<file path="config.mk">
export PLATFORM = sky130hd
export DESIGN_NAME = serial_ring_store
export DESIGN_NICKNAME = d
export VERILOG_FILES = /design/src/rtl/serial_ring_store.sv
export SDC_FILE = /design/constraint.sdc
export NUM_CORES = 1
export LEC_CHECK = 0
export CORE_MARGIN = 2
export CORE_UTILIZATION = 50
export DETAILED_ROUTE_END_ITERATION = 10
export PLACE_DENSITY = 0.68
export SYNTH_ARGS = -nofsm -noshare
export SYNTH_HDL_FRONTEND = slang
export SYNTH_SLANG_ARGS = --single-unit
</file>
<file path="constraint.sdc">
create_clock -name clk -period 3.1 [get_ports clk]
set_input_delay 0.62 -clock clk [delete_from_list [all_inputs] [get_ports clk]]
set_output_delay 0.62 -clock clk [all_outputs]
set_load 0.03 [all_outputs]
</file>
<file path="src/rtl/serial_ring_store.sv">
// Serial bit ring with word-aligned parallel read port.
// Optional SERIAL_RING_CLEAR_EN adds a synchronous clr input.
module serial_ring_store #(
   parameter int ADDRESS_WIDTH = 4,
   parameter int DATA_WIDTH    = 8
) (
   input  logic                     clk,
   input  logic                     rst_n,
`ifdef SERIAL_RING_CLEAR_EN
   input  logic                     clr,
`endif
   input  logic                     ser_en,
   input  logic                     ser_in,
   output logic                     ser_out,
   output logic                     aligned,
   output logic [ADDRESS_WIDTH-1:0] word_ofs,
   input  logic                     rd_req,
   input  logic [ADDRESS_WIDTH-1:0] rd_addr,
   output logic                     rd_busy,
   output logic [DATA_WIDTH-1:0]    rd_data,
   output logic                     rd_valid
);

   localparam int DEPTH = 2 ** ADDRESS_WIDTH;
   localparam int N     = DEPTH * DATA_WIDTH;
   localparam int CW    = (DATA_WIDTH > 1) ? $clog2(DATA_WIDTH) : 1;

   typedef enum logic {IDLE, PEND} state_t;

   logic [N-1:0]             ring_q, ring_d;
   logic [CW-1:0]            bcnt_q, bcnt_d;
   logic [ADDRESS_WIDTH-1:0] ofs_q, ofs_d;
   logic [ADDRESS_WIDTH-1:0] addr_q;
   logic [ADDRESS_WIDTH-1:0] sel_addr;
   logic [ADDRESS_WIDTH-1:0] phys;
   logic [DATA_WIDTH-1:0]    word;
   logic [DATA_WIDTH-1:0]    rd_data_q;
   logic                     rd_valid_q;
   logic                     clr_w;
   logic                     wrap;
   logic                     can_serve;
   state_t                   state_q;

`ifdef SERIAL_RING_CLEAR_EN
   assign clr_w = clr;
`else
   assign clr_w = 1'b0;
`endif

   assign wrap      = (bcnt_q == CW'(DATA_WIDTH - 1));
   assign aligned   = (bcnt_q == '0);
   assign can_serve = aligned & ~ser_en;
   assign ser_out   = ring_q[0];
   assign word_ofs  = ofs_q;
   assign rd_busy   = (state_q == PEND);
   assign rd_data   = rd_data_q;
   assign rd_valid  = rd_valid_q;

   always_comb begin
      ring_d = ring_q;
      bcnt_d = bcnt_q;
      ofs_d  = ofs_q;
      unique case (1'b1)
         clr_w: begin
            ring_d = '0;
            bcnt_d = '0;
            ofs_d  = '0;
         end
         ser_en: begin
            ring_d = {ser_in, ring_q[N-1:1]};
            bcnt_d = wrap ? '0 : bcnt_q + CW'(1);
            ofs_d  = wrap ? ofs_q + ADDRESS_WIDTH'(1) : ofs_q;
         end
         default: ;
      endcase
   end

   always_ff @(posedge clk or negedge rst_n) begin
      if (!rst_n) begin
         ring_q <= '0;
         bcnt_q <= '0;
         ofs_q  <= '0;
      end else begin
         ring_q <= ring_d;
         bcnt_q <= bcnt_d;
         ofs_q  <= ofs_d;
      end
   end

   // Absolute address rotates with the ring; map to physical slot.
   assign sel_addr = (state_q == PEND) ? addr_q : rd_addr;
   assign phys     = sel_addr - ofs_q;

   always_comb begin
      word = '0;
      for (int i = 0; i < DEPTH; i++) begin
         if (phys == ADDRESS_WIDTH'(i))
            word = ring_q[i*DATA_WIDTH +: DATA_WIDTH];
      end
   end

   always_ff @(posedge clk or negedge rst_n) begin
      if (!rst_n) begin
         state_q    <= IDLE;
         addr_q     <= '0;
         rd_data_q  <= '0;
         rd_valid_q <= 1'b0;
      end else begin
         rd_valid_q <= 1'b0;
         if (clr_w) begin
            state_q <= IDLE;
         end else begin
            unique case (state_q)
               IDLE: begin
                  if (rd_req) begin
                     if (can_serve) begin
                        rd_data_q  <= word;
                        rd_valid_q <= 1'b1;
                     end else begin
                        addr_q  <= rd_addr;
                        state_q <= PEND;
                     end
                  end
               end
               PEND: begin
                  if (can_serve) begin
                     rd_data_q  <= word;
                     rd_valid_q <= 1'b1;
                     state_q    <= IDLE;
                  end
               end
               default: state_q <= IDLE;
            endcase
         end
      end
   end

endmodule

</file>
==> out/results.ini <==
[placed_design]
dp.final_hpwl_um=10310
dpl-instance-area_sq_um=7571
place_ws_ns=-0.3094
dp_cells=726
io_buffer_count=24
gp_congestion=0.8631

[global_route]
track_usage_pct=21.59
grt_overflow=0
grt_pass1_wl_um=24010
antenna_found_initial=0
grt_max_degree=87
grt_pass1_vias=4449

[synth]
ys_seq_area_share_pct=53.72
syn_avg_cell_area_sq_um=13.22
yosys-top-cells-count=149 x dfrtp_1, 139 x mux2_2, 25 x nand2_1
synthCells=525
yosys_register_bits=149
synth_cell_type_count=47
syn_area_sq_um=6940
synth_top_area_cell=dfrtp_1
synthesis.nets=542
synth_top_cells_by_area=dfrtp_1 54%, mux2_2 23%, mux4_2 4.2%, mux2i_1 2.5%, o21ai_0 1.4%
synthArstFlopShare_pct=100.0
yosysMostFrequentCell=dfrtp_1
ys.flop_type=dfrtp_1
yosysWarnings=0
synth_edf_count=0
yosysTopAreaCellShare_pct=53.72

[clock_tree]
postCtsSetupBuffers=0
clk_pin_slew_worst_paths_ns=0.06
clock_sinks=149
cts_tree=built
cts_buffer_depth=2
root_buffer=clkbuf_16
cts_hold_buf=0
numCtsBuffers=17
htreeDepth=4
clkLatencyLatePin_ns=0.43

[routing]
drc_errors=0
avgRoutedWirePerCell_um=19.50
routed-via-count=4380
drtPass1Iterations=4
postRouteAntennaNets=0
via_per_inst=5.778
drtIter0Drc=382
wl_um=14780

[timing]
whs_ns=0.1235
slew_headroom_pct=62.02
fmax_mhz=335.7
slew_viol_final=0
setup_viol=0
skew_ns=0.005678
tightest_slew_ns=0.5684
rsz0062_at_grt=false
period_share_pct=96.09
hold_viol=0
period_needed_ns=2.979
setup_slack_ns=0.1212

[final_layout]
final_area_sq_um=8177
final_cells=758
antenna_cells=0
drive_gt1_share_pct=38.58
nets=582
area_growth_pct=17.81
fin_util_pct=59.60

[worst_setup_path]
critPathBufInv=3
path_depth=12
path_cells=clkdlybuf4s50_1, mux2i_1, ha_2, inv_1, fa_2, xnor2_2, buf_4, nand3_1, a211oi_1, or3_1, o311ai_0, a31oi_1
reg2reg_depth=11
cp_top_family=compound AO/OA/AOI/OAI gates
required_ns=3.45
cp.arrival_ns=3.33
path_max_fanout=5
crit_slowest_cell=clkdlybuf4s50_1
path_class=input pin to register
crit_path_end_kind=register
start_kind=input pin
cpPeakStageDelay_ns=0.42

[power_and_ir_drop]
internal_power_uw=5922
seqPwrFrac_pct=25.7
p_comb_share_pct=52.4
power.switching_uw=3672
p_clk_share_pct=21.9
p_leak_uw=0.003842
switching_share_pct=38.27
vdd.ir_drop.worst_uv=703.9
powerDensity_nw_per_um2=1173

[status]
status=complete, no violations

[floorplanning]
rows=43
coreArea_sq_um=13720
die_w_um=121.8
die-height_um=121.8
dieArea_sq_um=14840
ios=25
start_util_pct=50.59

[min_path]
hold_class=input pin to asynchronous set/reset pin

[flow_run]
maxCapViolations=0

[logic make-up (layout without fill, tap and decap cells)]
logic type               Yosys count  in the layout  synth area share (%)
AO/OA/AOI/OAI                     66             66                 6.112
multiplexers                     169            169                 29.22
AND/OR/NAND/NOR                   84             84                 5.697
flip-flops                       149            149                 53.72
buffers and inverters             42             95                 2.704
adder cells (fa/ha/maj)            8              8                 1.550
XOR/XNOR                           7              7                0.9916
[worst paths after layout]
kind,from,endpoint,slack [ns]
worst min-delay path,rst_n,ring_q[76],0.12
max in group asynchronous,rst_n,ring_q[6],2.16
min in group clk,rd_data[1],rd_data[1],0.50
worst min register to register,rd_data[1],rd_data[1],0.50
worst max-delay path,rd_addr[0],rd_data[5],0.12
worst max register to register,rd_busy,rd_data[5],0.14
[sequential cells by signal (all words and copies together), names as in the netlist]
name and cells:
rd_valid 1, bcnt_q 3, addr_q 4, ring_q 128, rd_data 8, rd_busy 1, word_ofs 4
[per-layer routing]
| layer | part of all wire, % | track usage, % | wire, um |
|---|---|---|---|
| met2 | 46 | 31.98 | 6868 |
| met4 | 2.4 | 10.13 | 354 |
| met5 | 0 | 0 | 0 |
| met3 | 3.5 | 4.682 | 523 |
| met1 | 48 | 30.48 | 7035 |
[power by group through the flow]
| stage | clock network, uW | registers, uW | logic, uW |
|---|---|---|---|
| final | 2100 | 2470 | 5030 |
| after global routing | 2220 | 2510 | 5450 |
| after CTS | 2130 | 2470 | 5030 |
| after detailed placement | 0 | 2500 | 4990 |
| after global placement | 0 | 2490 | 4920 |
| after floorplan | 0 | 2520 | 3100 |
[final cells by class]
type	instances	area (sq um)
fill	1041	5543
clock inverter	9	125.1
multi-input combinational	334	3039
timing repair buffer	56	554.3
sequential	149	3729
inverter	7	26.28
clock buffer	23	478.0
tap	180	225.2
[metrics by stage]
| stage | TNS (ns) | power (uW) |
|---|---|---|
| after floorplan | 0 | 5625 |
| after global placement | -1.598 | 7406 |
| after detailed placement | -1.945 | 7495 |
| after CTS | 0 | 9623 |
| after global routing | 0 | 10180 |
| final | 0 | 9594 |
[cells in the final DEF (no fill, tap or decap), drive strengths merged, types with 4 or more instances in the layout]
cell type | synthesis | routed
o21ai | 22 | 22
mux2 | 139 | 139
nand3 | 9 | 9
nor3b | 5 | 5
dfrtp | 149 | 149
clkbuf | 20 | 23
buf | 15 | 34
nor3 | 8 | 8
xnor2 | 4 | 4
inv | 7 | 7
nand3b | 4 | 4
a21oi | 16 | 16
ha | 7 | 7
mux2i | 17 | 17
clkinv | 0 | 4
nor2 | 23 | 23
nand2 | 25 | 25
clkdlybuf4s50 | 0 | 22
mux4 | 13 | 13
[what timing repair did]
item | 4_1_cts | 5_1_grt
endpoints found under the hold margin | 0 | 0
setup endpoints to repair | 0 | 2
resized for setup | 0 | 1
No activity file was read; power rests on OpenSTA's default activity.
